[src/rtl/line_buffer_ctrl_if.sv]
// Handshake and line-buffer bus bundle for line_buffer_ctrl.
// The master side is the controller; the slave side is the pixel source,
// the two line buffers and the downstream window shifter.
interface line_buffer_ctrl_if #(
  parameter int unsigned D_WIDTH            = 16,
  parameter int unsigned LINE_BUF_ADDR_BITS = 5
) ();

  logic                          start;
  logic                          busy;
  logic                          in_valid;
  logic [D_WIDTH-1:0]            in_data;
  logic                          in_ready;
  logic [LINE_BUF_ADDR_BITS-1:0] lb_rd_addr_I;
  logic [LINE_BUF_ADDR_BITS-1:0] lb_rd_addr_II;
  logic [D_WIDTH-1:0]            lb_rd_data_I;
  logic [D_WIDTH-1:0]            lb_rd_data_II;
  logic [LINE_BUF_ADDR_BITS-1:0] lb_wr_addr_I;
  logic [LINE_BUF_ADDR_BITS-1:0] lb_wr_addr_II;
  logic [D_WIDTH-1:0]            lb_wr_data_I;
  logic [D_WIDTH-1:0]            lb_wr_data_II;
  logic                          lb_wr_en_I;
  logic                          lb_wr_en_II;
  logic                          out_valid;
  logic [D_WIDTH-1:0]            out_top;
  logic [D_WIDTH-1:0]            out_mid;
  logic [D_WIDTH-1:0]            out_bot;
  logic [LINE_BUF_ADDR_BITS-1:0] out_row;
  logic [LINE_BUF_ADDR_BITS-1:0] out_col;
  logic                          out_last;

  modport master (
    input  start, in_valid, in_data, lb_rd_data_I, lb_rd_data_II,
    output busy, in_ready,
    output lb_rd_addr_I, lb_rd_addr_II,
    output lb_wr_addr_I, lb_wr_addr_II, lb_wr_data_I, lb_wr_data_II,
    output lb_wr_en_I, lb_wr_en_II,
    output out_valid, out_top, out_mid, out_bot, out_row, out_col, out_last
  );

  modport slave (
    output start, in_valid, in_data, lb_rd_data_I, lb_rd_data_II,
    input  busy, in_ready,
    input  lb_rd_addr_I, lb_rd_addr_II,
    input  lb_wr_addr_I, lb_wr_addr_II, lb_wr_data_I, lb_wr_data_II,
    input  lb_wr_en_I, lb_wr_en_II,
    input  out_valid, out_top, out_mid, out_bot, out_row, out_col, out_last
  );

endinterface

[src/rtl/line_buffer_ctrl.sv]
// Line-buffer group controller: zero-pads a row-major pixel stream, rotates
// rows through two line buffers and emits one top/mid/bot column per padded
// column for a 3x3 window shifter. Slot -> output latency is 2 cycles.
module line_buffer_ctrl #(
  parameter int unsigned IMG_W              = 28,
  parameter int unsigned IMG_H              = 28,
  parameter int unsigned D_WIDTH            = 16,
  parameter int unsigned LINE_BUF_ADDR_BITS = 5
) (
  input  logic               clk,
  input  logic               rst,
  line_buffer_ctrl_if.master bus
);

  localparam int unsigned PW  = IMG_W + 2;
  localparam int unsigned PH  = IMG_H + 2;
  localparam int unsigned AW  = LINE_BUF_ADDR_BITS;
  localparam int unsigned PrW = $clog2(PH);

  localparam logic [AW-1:0]  PcLast = AW'(PW - 1);
  localparam logic [PrW-1:0] PrImgH = PrW'(IMG_H);
  localparam logic [PrW-1:0] PrLast = PrW'(PH - 1);
  localparam logic [PrW-1:0] PrTwo  = PrW'(2);

  typedef enum logic [1:0] {StIdle, StPadTop, StRow, StPadBot} state_e;

  state_e             state_q;
  logic [PrW-1:0]     pr_q;
  logic [AW-1:0]      pc_q;
  logic               sel_q;
  logic [AW-1:0]      rd_addr_q;
  logic               busy_q;

  logic               s1_valid_q;
  logic [D_WIDTH-1:0] s1_pix_q;
  logic [AW-1:0]      s1_pc_q;
  logic [PrW-1:0]     s1_pr_q;
  logic               s1_sel_q;

  logic               out_valid_q;
  logic               out_last_q;
  logic [D_WIDTH-1:0] out_top_q;
  logic [D_WIDTH-1:0] out_mid_q;
  logic [D_WIDTH-1:0] out_bot_q;
  logic [AW-1:0]      out_row_q;
  logic [AW-1:0]      out_col_q;

  logic               is_pad;
  logic               in_ready;
  logic               slot;
  logic [D_WIDTH-1:0] pixel;
  logic [AW-1:0]      rd_addr;

  // Slot decode: pad positions advance every cycle, real pixels only on a handshake.
  always_comb begin
    is_pad   = (state_q != StRow) || (pc_q == '0) || (pc_q == PcLast);
    in_ready = (state_q == StRow) && !is_pad;
    slot     = (state_q != StIdle) && (is_pad || bus.in_valid);
    pixel    = is_pad ? '0 : bus.in_data;
    // Both buffers are read at the slot's column; otherwise hold the last address.
    rd_addr  = slot ? pc_q : rd_addr_q;
  end

  // Frame FSM, padded position counters, buffer rotation and busy flag.
  always_ff @(posedge clk) begin
    if (rst) begin
      state_q   <= StIdle;
      pr_q      <= '0;
      pc_q      <= '0;
      sel_q     <= 1'b0;
      rd_addr_q <= '0;
      busy_q    <= 1'b0;
    end else begin
      rd_addr_q <= rd_addr;
      if (state_q == StIdle) begin
        if (bus.start) begin
          state_q <= StPadTop;
          pr_q    <= '0;
          pc_q    <= '0;
          sel_q   <= 1'b0;
        end
      end else if (slot) begin
        if (pc_q == PcLast) begin
          pc_q  <= '0;
          pr_q  <= pr_q + PrW'(1);
          sel_q <= ~sel_q;
          case (state_q)
            StPadTop: state_q <= StRow;
            StRow:    if (pr_q == PrImgH) state_q <= StPadBot;
            StPadBot: begin
              state_q <= StIdle;
              pr_q    <= '0;
              sel_q   <= 1'b0;
            end
            default:  state_q <= StIdle;
          endcase
        end else begin
          pc_q <= pc_q + AW'(1);
        end
      end
      // A new start wins over the end-of-frame clear.
      if (state_q == StIdle && bus.start) begin
        busy_q <= 1'b1;
      end else if (out_last_q) begin
        busy_q <= 1'b0;
      end
    end
  end

  // Stage 1: capture the slot so its write and the read data line up one cycle later.
  always_ff @(posedge clk) begin
    if (rst) begin
      s1_valid_q <= 1'b0;
      s1_pix_q   <= '0;
      s1_pc_q    <= '0;
      s1_pr_q    <= '0;
      s1_sel_q   <= 1'b0;
    end else begin
      s1_valid_q <= slot;
      if (slot) begin
        s1_pix_q <= pixel;
        s1_pc_q  <= pc_q;
        s1_pr_q  <= pr_q;
        s1_sel_q <= sel_q;
      end
    end
  end

  // Output column register; rows 0 and 1 only fill the buffers.
  always_ff @(posedge clk) begin
    if (rst) begin
      out_valid_q <= 1'b0;
      out_last_q  <= 1'b0;
      out_top_q   <= '0;
      out_mid_q   <= '0;
      out_bot_q   <= '0;
      out_row_q   <= '0;
      out_col_q   <= '0;
    end else if (s1_valid_q && (s1_pr_q >= PrTwo)) begin
      out_valid_q <= 1'b1;
      out_last_q  <= (s1_pr_q == PrLast) && (s1_pc_q == PcLast);
      out_top_q   <= s1_sel_q ? bus.lb_rd_data_II : bus.lb_rd_data_I;
      out_mid_q   <= s1_sel_q ? bus.lb_rd_data_I : bus.lb_rd_data_II;
      out_bot_q   <= s1_pix_q;
      out_row_q   <= AW'(s1_pr_q - PrTwo);
      out_col_q   <= s1_pc_q;
    end else begin
      out_valid_q <= 1'b0;
      out_last_q  <= 1'b0;
    end
  end

  // The stage-1 pixel overwrites the buffer holding row pr-2 (the oldest row).
  assign bus.lb_wr_en_I    = s1_valid_q && !s1_sel_q;
  assign bus.lb_wr_en_II   = s1_valid_q && s1_sel_q;
  assign bus.lb_wr_addr_I  = s1_pc_q;
  assign bus.lb_wr_addr_II = s1_pc_q;
  assign bus.lb_wr_data_I  = s1_pix_q;
  assign bus.lb_wr_data_II = s1_pix_q;

  assign bus.lb_rd_addr_I  = rd_addr;
  assign bus.lb_rd_addr_II = rd_addr;
  assign bus.in_ready      = in_ready;
  assign bus.busy          = busy_q;

  assign bus.out_valid = out_valid_q;
  assign bus.out_last  = out_last_q;
  assign bus.out_top   = out_top_q;
  assign bus.out_mid   = out_mid_q;
  assign bus.out_bot   = out_bot_q;
  assign bus.out_row   = out_row_q;
  assign bus.out_col   = out_col_q;

endmodule

[src/flat_wrapper.sv]
// flat-port wrapper written by rule: the top's interface ports become plain ports
module line_buffer_ctrl_flat 
#(
  parameter int unsigned IMG_W              = 28,
  parameter int unsigned IMG_H              = 28,
  parameter int unsigned D_WIDTH            = 16,
  parameter int unsigned LINE_BUF_ADDR_BITS = 5
)
  (clk, rst, bus_start, bus_in_valid, bus_in_data, bus_lb_rd_data_I, bus_lb_rd_data_II, bus_busy, bus_in_ready, bus_lb_rd_addr_I, bus_lb_rd_addr_II, bus_lb_wr_addr_I, bus_lb_wr_addr_II, bus_lb_wr_data_I, bus_lb_wr_data_II, bus_lb_wr_en_I, bus_lb_wr_en_II, bus_out_valid, bus_out_top, bus_out_mid, bus_out_bot, bus_out_row, bus_out_col, bus_out_last);
  line_buffer_ctrl_if #(.D_WIDTH(D_WIDTH), .LINE_BUF_ADDR_BITS(LINE_BUF_ADDR_BITS)) bus_i ();
  input  logic clk;
  input  logic rst;
  input wire logic [$bits(bus_i.start)-1:0] bus_start;
  input wire logic [$bits(bus_i.in_valid)-1:0] bus_in_valid;
  input wire logic [$bits(bus_i.in_data)-1:0] bus_in_data;
  input wire logic [$bits(bus_i.lb_rd_data_I)-1:0] bus_lb_rd_data_I;
  input wire logic [$bits(bus_i.lb_rd_data_II)-1:0] bus_lb_rd_data_II;
  output wire logic [$bits(bus_i.busy)-1:0] bus_busy;
  output wire logic [$bits(bus_i.in_ready)-1:0] bus_in_ready;
  output wire logic [$bits(bus_i.lb_rd_addr_I)-1:0] bus_lb_rd_addr_I;
  output wire logic [$bits(bus_i.lb_rd_addr_II)-1:0] bus_lb_rd_addr_II;
  output wire logic [$bits(bus_i.lb_wr_addr_I)-1:0] bus_lb_wr_addr_I;
  output wire logic [$bits(bus_i.lb_wr_addr_II)-1:0] bus_lb_wr_addr_II;
  output wire logic [$bits(bus_i.lb_wr_data_I)-1:0] bus_lb_wr_data_I;
  output wire logic [$bits(bus_i.lb_wr_data_II)-1:0] bus_lb_wr_data_II;
  output wire logic [$bits(bus_i.lb_wr_en_I)-1:0] bus_lb_wr_en_I;
  output wire logic [$bits(bus_i.lb_wr_en_II)-1:0] bus_lb_wr_en_II;
  output wire logic [$bits(bus_i.out_valid)-1:0] bus_out_valid;
  output wire logic [$bits(bus_i.out_top)-1:0] bus_out_top;
  output wire logic [$bits(bus_i.out_mid)-1:0] bus_out_mid;
  output wire logic [$bits(bus_i.out_bot)-1:0] bus_out_bot;
  output wire logic [$bits(bus_i.out_row)-1:0] bus_out_row;
  output wire logic [$bits(bus_i.out_col)-1:0] bus_out_col;
  output wire logic [$bits(bus_i.out_last)-1:0] bus_out_last;
  assign bus_i.start = bus_start;
  assign bus_i.in_valid = bus_in_valid;
  assign bus_i.in_data = bus_in_data;
  assign bus_i.lb_rd_data_I = bus_lb_rd_data_I;
  assign bus_i.lb_rd_data_II = bus_lb_rd_data_II;
  assign bus_busy = bus_i.busy;
  assign bus_in_ready = bus_i.in_ready;
  assign bus_lb_rd_addr_I = bus_i.lb_rd_addr_I;
  assign bus_lb_rd_addr_II = bus_i.lb_rd_addr_II;
  assign bus_lb_wr_addr_I = bus_i.lb_wr_addr_I;
  assign bus_lb_wr_addr_II = bus_i.lb_wr_addr_II;
  assign bus_lb_wr_data_I = bus_i.lb_wr_data_I;
  assign bus_lb_wr_data_II = bus_i.lb_wr_data_II;
  assign bus_lb_wr_en_I = bus_i.lb_wr_en_I;
  assign bus_lb_wr_en_II = bus_i.lb_wr_en_II;
  assign bus_out_valid = bus_i.out_valid;
  assign bus_out_top = bus_i.out_top;
  assign bus_out_mid = bus_i.out_mid;
  assign bus_out_bot = bus_i.out_bot;
  assign bus_out_row = bus_i.out_row;
  assign bus_out_col = bus_i.out_col;
  assign bus_out_last = bus_i.out_last;
  line_buffer_ctrl #(.IMG_W(IMG_W), .IMG_H(IMG_H), .D_WIDTH(D_WIDTH), .LINE_BUF_ADDR_BITS(LINE_BUF_ADDR_BITS)) u_core (.clk(clk), .rst(rst), .bus(bus_i));
endmodule
[config.mk]
export PLATFORM = sky130hd
export DESIGN_NAME = line_buffer_ctrl_flat
export DESIGN_NICKNAME = d
export VERILOG_FILES = /design/src/rtl/line_buffer_ctrl_if.sv /design/src/rtl/line_buffer_ctrl.sv /design/src/flat_wrapper.sv
export SDC_FILE = /design/constraint.sdc
export NUM_CORES = 1
export LEC_CHECK = 0
export ABC_CLOCK_PERIOD_IN_PS = 2200
export CORE_MARGIN = 1.5
export CORE_UTILIZATION = 40
export CTS_CLUSTER_SIZE = 12
export DETAILED_ROUTE_END_ITERATION = 8
export PLACE_DENSITY = 0.87
export SKIP_CTS_REPAIR_TIMING = 1
export SLEW_MARGIN = 20
export SYNTH_ARGS = -nofsm -noshare
export SYNTH_HDL_FRONTEND = slang
export SYNTH_SLANG_ARGS = --single-unit
[constraint.sdc]
create_clock -name clk -period 2.2 [get_ports clk]
set_input_delay 0.44 -clock clk [delete_from_list [all_inputs] [get_ports clk]]
set_output_delay 0.44 -clock clk [all_outputs]
set_load 0.02 [all_outputs]
### Yosys cells after proc, flatten, opt, wreduce, memory -nomap -nowiden

Cells that the tools add are included.

* register bits: 107
* bits of input ports: 52
* output and inout port bits: 116
* word-level logic and storage cells: 82

* $add $sub $neg: 3
* magnitude comparators: 1
* equal/unequal tests: 10
* mux-type cells: 26
* bitwise gates (word level): 2
* reductions and logical operators: 22

Operators by type and width (count)
* $mux 16: 3
* $mux 5: 9
* $eq 5x5->1 const B: 4
* $add 5x1->5 const B: 2
* $mux 2: 5
* $mux 1: 8
* $reduce_bool 2->1: 4
* $logic_and 1x1->1: 7
* $ge 5x2->1 const B: 1
* $logic_not 5->1: 1
* $sub 5x2->5 const B: 1
* $eq 2x2->1 const B: 2
* $ne 2x2->1 const B: 2
* $pmux 2 s2: 1
* $reduce_and 4->1: 1
* $logic_or 1x1->1: 3
* $ne 3x3->1 const B: 1
* $reduce_and 3->1: 1
* $eq 2x1->1 const B: 1
* $logic_not 1->1: 2
* $logic_not 2->1: 1
* $not 1->1: 2
* $reduce_and 2->1: 1
* $reduce_or 2->1: 1

### Longest topological paths before layout

Gate-level depths: netlist of run 1.

* depth in word-level cells: 7
* mapped depth: 8
* mapped depth without buffers: 6

### Worst setup path before layout of run 1

OpenSTA, ideal clock, no wires.

* path kind: register to output
* start: register u_core.pc_q[1]
* end: output bus_lb_rd_addr_II[0]
* data arrival time: 2029 ps
* data required time: 1760 ps
* slack: -269 ps
* cell stages (with the launch flop): 8
* buffers on the path: 2
* cells stage by stage: dfxtp_1 inv_1 ha_1 or4b_4 a31oi_4 buf_4 mux2_2 buf_4

* longest elaborated chain between the ends: 6
* elaborated cells on any way between the ends: 7
* classes of those cells: 1 x eq/ne; 1 x mux; 5 x reduce/logical

RTL lines
* start, declared: RTL line line_buffer_ctrl.sv:29 `logic [AW-1:0] pc_q;`
* start signal, assigned: RTL line line_buffer_ctrl.sv:98 `pc_q <= pc_q + AW'(1);`
* $logic_not 5->1: RTL line line_buffer_ctrl.sv:56 `is_pad = (state_q != StRow) || (pc_q == '0) || (pc_q == PcLast);`
* $logic_or 1x1->1: RTL line line_buffer_ctrl.sv:56
* $logic_or 1x1->1 (*): RTL line line_buffer_ctrl.sv:56
* $logic_or 1x1->1 (*): RTL line line_buffer_ctrl.sv:58 `slot = (state_q != StIdle) && (is_pad || bus.in_valid);`
* $logic_and 1x1->1 (*): RTL line line_buffer_ctrl.sv:58
* $mux 5 (*): RTL line line_buffer_ctrl.sv:61 `rd_addr = slot ? pc_q : rd_addr_q;`
* end, declared: RTL line flat_wrapper.sv:21 `output wire logic [$bits(bus_i.lb_rd_addr_II)-1:0] bus_lb_rd_addr_II;`

Mark *: on every way between the ends. The rest lies on a longest branch, timed or not.

### Worst setup path in the final report of run 1

* start: register u_core.pc_q[1]
* end: output bus_lb_rd_addr_II[2]

The elaborated chain is that of the path after synthesis.

==> run_results.csv, run 1 <==
group,metric,value,unit
outcome,status,"finished, violations left",
outcome,violations,"setup timing",
timing,fin_setup_tns,-3912,ps
timing,finalSetupViolations,11,
logic_synthesis,syn_avg_cell_area,9.372,um2
floorplan,coreArea,10980,um2
timing,slew_headroom,52.99,%
place,portBuffers,167,
critical_path,crit_start,"u_core.pc_q[1]",
logic_synthesis,syn-num-nets,549,
power,pwr_density_cell,630.1,nW/um2
logic_synthesis,synth_top_flop_cell,"dfxtp_1",
drt,drtPass1Iterations,4,
drt,vias,4107,
critical_path,worstPathArrival,2160,ps
logic_synthesis,yosysTopAreaCellShare,46.93,%
final_layout,n_fill_cell,876,
timing,period_needed,2602,ps
drt,wl,11950,um
timing,fmax,384.4,MHz
hold_path,hp-start,"u_core.bus.out_bot[7]",
critical_path,crit_fanout,3,
power,p_leak,2.334,nW
critical_path,r2r_start,"u_core.pc_q[1]",
clocking,cts.sinks,107,
floorplan,fp.dieW,109.8,um
timing,rsz0062_at_grt,"true",
clocking,cts_inserted_buffers,9,
logic_synthesis,synthTopCellsByCount,"dfxtp_1, nor2_1, nand2_1",
logic_synthesis,ys_types,48,
clocking,clock_latency,340,ps
logic_synthesis,syn_inst,487,
logic_synthesis,synth-async-reset-ratio,0,%
global_route,grt_pass1_vias,3984,
timing,skew,7.859,ps
drt,drt_iter0_drc,308,
timing,tightestPinTransition,704.4,ps
logic_synthesis,synth.largest_area_cell,"dfxtp_1",
logic_synthesis,ys_seq_area_share,46.93,%
clocking,h-tree-depth,3,
critical_path,crit_required,1760,ps
clocking,path_clk_slew,70,ps
floorplan,initial_core_util,41.56,%
timing,finalWorstSetupSlack,-401.6,ps
critical_path,critPathLaunchType,"flip-flop",
logic_synthesis,synth.most_common_cell,"dfxtp_1",
drt,wire_per_inst,15.32,um
drt,drc,0,
logic_synthesis,synth_top_cells_by_area,"dfxtp_1, mux2i_1, a211oi_1",
logic_synthesis,netlist_area,4564,um2
global_route,overflow,0,
global_route,grt_use_total,19.93,%
place,dpl_worst_slack,-485.3,ps
logic_synthesis,yosys_warnings,0,
place,place_inst,761,
logic_synthesis,synth_edf_count,0,
timing,slew_viol_final,0,
drt,drtAntennaViolNets,0,
global_route,antenna_found_initial,0,
critical_path,path_class,"flip-flop to output pin",
timing,hold_ws,456.3,ps
floorplan,rows,38,
run,max_cap_viol_count,0,
final_layout,syn2layout_area_growth,46.74,%
timing,hold_violations,0,
clocking,cts_tree,"yes",
final_layout,final_core_util,60.98,%
final_layout,drive_above_1_share,12.19,%
hold_path,worstHoldPathType,"flip-flop to flip-flop",
global_route,grt_pass1_wl,19060,um
timing,period_share,118.3,%
floorplan,die_h,109.8,um
final_layout,nNetsFinal,697,
power,irDropWorstVdd,0.0004545,V
final_layout,num_antenna_cells,0,
logic_synthesis,synth_seq_cells,107,
clocking,cts_root_buffer,"clkbuf_16",
place,gp_congestion,0.8338,
place,place_hpwl,8684,um
final_layout,fin_cells,780,
critical_path,cp-end-kind,"output pin",
floorplan,die-area,12060,um2
clocking,cts_max_path_buffers,2,
floorplan,io_pins,168,
global_route,grt_max_degree,51,
drt,vias_per_cell,5.265,
[cell usage in the layout (no fill, tap or decap), types with 4 or more instances in the layout]
cell type	Yosys	final
a211oi_1	35	34
nor2b_1	5	5
nand2_1	53	53
inv_1	10	8
buf_4	28	23
mux2_4	0	4
clkbuf_16	0	9
a22o_1	26	26
nand3_1	7	7
buf_6	1	11
ha_1	10	9
nor2_1	55	53
clkdlybuf4s50_1	0	155
mux2i_1	39	39
o21ai_0	4	4
dfxtp_1	107	104
a21oi_1	31	31
[worst paths after layout]
check / depth (start not counted) / endpoint / slack (ps)
worst max-delay path: 7 / bus_lb_rd_addr_II[2] / -400
worst min-delay path: 2 / u_core.bus.out_bot[7] / 460
worst max register to register: 8 / u_core.pc_q[4] / 70
worst min register to register: 2 / u_core.bus.out_bot[7] / 460
[power breakdown]
part           internal [mW]  switching, mW
Sequential              1.97         0.0292
Clock                  0.910          0.740
Combinational          0.294          0.279
Total                   3.17           1.05
[registers in the layout, indices dropped and copies added, names as in the netlist]
| register | count |
|---|---|
| u_core.bus.busy | 1 |
| u_core.bus.lb_wr_addr_I | 5 |
| u_core.bus.lb_wr_data_I | 16 |
| u_core.bus.out_bot | 16 |
| u_core.bus.out_col | 5 |
| u_core.bus.out_last | 1 |
| u_core.bus.out_mid | 16 |
| u_core.bus.out_row | 5 |
| u_core.bus.out_top | 16 |
| u_core.bus.out_valid | 1 |
| u_core.pc_q | 5 |
| u_core.pr_q | 5 |
| u_core.rd_addr_q | 5 |
| u_core.s1_pr_q | 5 |
| u_core.s1_sel_q | 1 |
| u_core.s1_valid_q | 1 |
| u_core.sel_q | 1 |
| u_core.state_q | 2 |
[cells by family after synthesis]
group	after synthesis	synth area share [%]
AND/OR/NAND/NOR	141	13.57
multiplexers	44	9.786
flip-flops	107	46.93
buffers and inverters	69	8.251
XOR/XNOR	3	0.5758
adder cells (fa/ha/maj)	10	2.741
AO/OA/AOI/OAI	113	18.15
[metrics by stage]
stage / total power [mW] / area, um2
2_1_floorplan: 2.331 / 4603
6_report: 4.220 / 6698
3_3_place_gp: 2.556 / 6339
3_5_place_dp: 2.578 / 6339
5_1_grt: 4.391 / 6698
4_1_cts: 4.231 / 6649
[metal layers]
layer / vias to the layer above / global-route usage (%) / routed length (um)
met4: 0 / 6.865 / 199
met1: 1916 / 23.02 / 4882
li1: 1997 / - / -
met3: 21 / 5.631 / 959
met2: 173 / 35.14 / 5910
met5: - / 0 / 0
[worst max-delay path: stages, from the launching register on]
cell	delay, ps
dfxtp_2	330
inv_2	80
ha_4	120
or4b_4	490
a31oi_4	200
buf_6	150
mux2_4	320
buf_6	140
[area by class of cell]
type / count / area [um2] / area share (%)
inverters: 10 / 37.54 / 0.5604
well taps: 140 / 175.2 / 2.615
clock inverters: 6 / 81.33 / 1.214
clock buffers: 10 / 229.0 / 3.419
multi-input cells: 311 / 2098 / 31.33
repair buffers: 196 / 1928 / 28.79
flip-flops and latches: 107 / 2148 / 32.08
No activity file was read; power rests on OpenSTA's default activity.
==> inputs of run 2 (changes only) <==
- CAP_MARGIN: unset -> 40
- SLEW_MARGIN: 20 -> 10
==> run 2 against run 1 <==
The run still ends with setup timing left. Wire length rose by 0.23%. Via count fell by 0.44%. Clock skew rose by 4.2 ps. Critical path type unchanged. Highest routed layer unchanged.
==> run_results.csv, run 2 (synthesis results as in run 1) <==
group,metric,value,unit
outcome,status,"finished, violations left",
outcome,violations,"setup timing",
critical_path,r2r_start,"u_core.pc_q[1]",
timing,hold_violations,0,
floorplan,die-area,12060,um2
clocking,cts.sinks,107,
global_route,grt_pass1_wl,18810,um
critical_path,worstRegToRegCells,9,
clocking,path_clk_slew,80,ps
drt,highest_layer,"met4",
timing,finalWorstSetupSlack,-404.2,ps
critical_path,rrSetupSlack,40,ps
floorplan,die_h,109.8,um
power,p_leak,2.341,nW
timing,fmax,384.0,MHz
power,irDropWorstVdd,0.0003582,V
final_layout,n_fill_cell,898,
final_layout,final_common_cell,"clkdlybuf4s50_1",
place,portBuffers,167,
drt,vias,4089,
drt,drc,0,
floorplan,initial_core_util,41.56,%
hold_path,hp-start,"u_core.bus.out_bot[7]",
final_layout,syn2layout_area_growth,46.82,%
clocking,clock_latency,340,ps
drt,drtAntennaViolNets,0,
hold_path,hold_depth,2,
timing,fin_setup_tns,-4086,ps
drt,drt_iter0_drc,288,
critical_path,worstPathArrival,2160,ps
timing,tightestPinTransition,542.9,ps
final_layout,nNetsFinal,697,
final_layout,mostFrequentLayoutCells,"clkdlybuf4s50_1, dfxtp_1, nor2_1",
drt,wl_met3,915,um
critical_path,path_class,"flip-flop to output pin",
place,gp_congestion,0.8338,
floorplan,fp.dieW,109.8,um
floorplan,io_pins,168,
critical_path,reg2reg_to,"u_core.bus.lb_wr_data_I[15]",
drt,met2_length,5956,um
clocking,cts_root_buffer,"clkbuf_16",
final_layout,final_core_util,61.02,%
timing,period_share,118.4,%
drt,drtPass1Iterations,4,
run,max_cap_viol_count,0,
timing,slew_viol_final,0,
critical_path,crit_fanout,5,
timing,period_needed,2604,ps
clocking,cts_tree,"yes",
place,place_hpwl,8699,um
drt,wire_per_inst,15.36,um
clocking,cts_inserted_buffers,9,
drt,vias_per_cell,5.242,
power,pwr_density_cell,636.1,nW/um2
hold_path,worstHoldPathType,"flip-flop to flip-flop",
hold_path,holdPathEnd,"u_core.bus.out_bot[7]",
drt,wl,11980,um
place,place_inst,762,
timing,rsz0062_at_grt,"true",
final_layout,fin_cells,780,
global_route,grt_pass1_vias,3978,
critical_path,critPathLaunchType,"flip-flop",
global_route,overflow,0,
critical_path,worstPathCellList,"inv_2, ha_4, or4b_4, a31oi_4, buf_12, mux2_4, buf_4",
timing,skew,12.08,ps
place,dpl_worst_slack,-494.3,ps
global_route,grt_use_total,19.69,%
global_route,antenna_found_initial,0,
critical_path,critPathMaxStageDelay,500,ps
final_layout,drive_above_1_share,12.34,%
critical_path,cp-end-kind,"output pin",
floorplan,rows,38,
global_route,grt_max_degree,51,
final_layout,num_antenna_cells,0,
clocking,cts_max_path_buffers,2,
drt,met1_length,4969,um
floorplan,coreArea,10980,um2
clocking,h-tree-depth,3,
critical_path,critPathSlowestCell,"or4b_4",
timing,finalSetupViolations,11,
timing,slew_headroom,63.80,%
critical_path,crit_required,1760,ps
power,power,4.263,mW
[run 2: cell count changes in the layout (fill, tap and decap cells not counted), sizes merged]
cell	delta
clkbuf	+1
inv	-2
clkinv	+2
buf	-1
[run 2: worst max-delay path: cells and delay by family, from the launching register on]
| kind | cells | cell delay, ps |
|---|---|---|
| buffers and inverters | 3 | 390 |
| muxes | 1 | 300 |
| AOI/OAI and AO/OA | 1 | 210 |
| and+or+nand+nor | 1 | 500 |
| DFF | 1 | 330 |
| adders and majority gates | 1 | 120 |
[run 2: cell type report]
class / count / area (um2) / share of cell area, %
sequential: 107 / 2148 / 32.06
multi-input combinational: 311 / 2100 / 31.33
timing repair buffer: 196 / 1911 / 28.51
clock buffer: 10 / 239.0 / 3.566
tap: 140 / 175.2 / 2.614
clock inverter: 6 / 91.34 / 1.363
inverter: 10 / 37.54 / 0.5601
[run 2: worst max-delay path by stage]
stage / from / to / slack, ps / depth (start not counted)
after global placement: u_core.pc_q[0] / bus_lb_rd_addr_I[4] / -450 / 6
final: u_core.pc_q[1] / bus_lb_rd_addr_II[3] / -400 / 7
after detailed placement: bus_in_valid / bus_lb_rd_addr_II[4] / -490 / 5
after floorplan: u_core.pc_q[0] / bus_lb_rd_addr_II[0] / -150 / 7
after CTS: u_core.pc_q[0] / bus_lb_rd_addr_II[4] / -850 / 6
after global routing: u_core.pc_q[1] / bus_lb_rd_addr_II[1] / -460 / 7
[run 2: through the flow]
| stage | hold slack [ps] | instance area, um2 |
|---|---|---|
| floorplan | 438.3 | 4603 |
| global placement | 443.5 | 6339 |
| detailed placement | 447.0 | 6346 |
| CTS | 458.1 | 6676 |
| global route | 472.9 | 6701 |
| finish | 455.1 | 6701 |
[run 2: power by group]
| group | switching, mW | internal, mW |
|---|---|---|
| Clock | 0.748 | 0.948 |
| Combinational | 0.278 | 0.294 |
| Sequential | 0.0291 | 1.97 |
[run 2: per-layer routing]
metal	GRT usage (%)	vias up
met5	0	-
met4	5.937	0
met3	5.276	14
met2	35.36	157
met1	22.71	1925
li1	-	1993
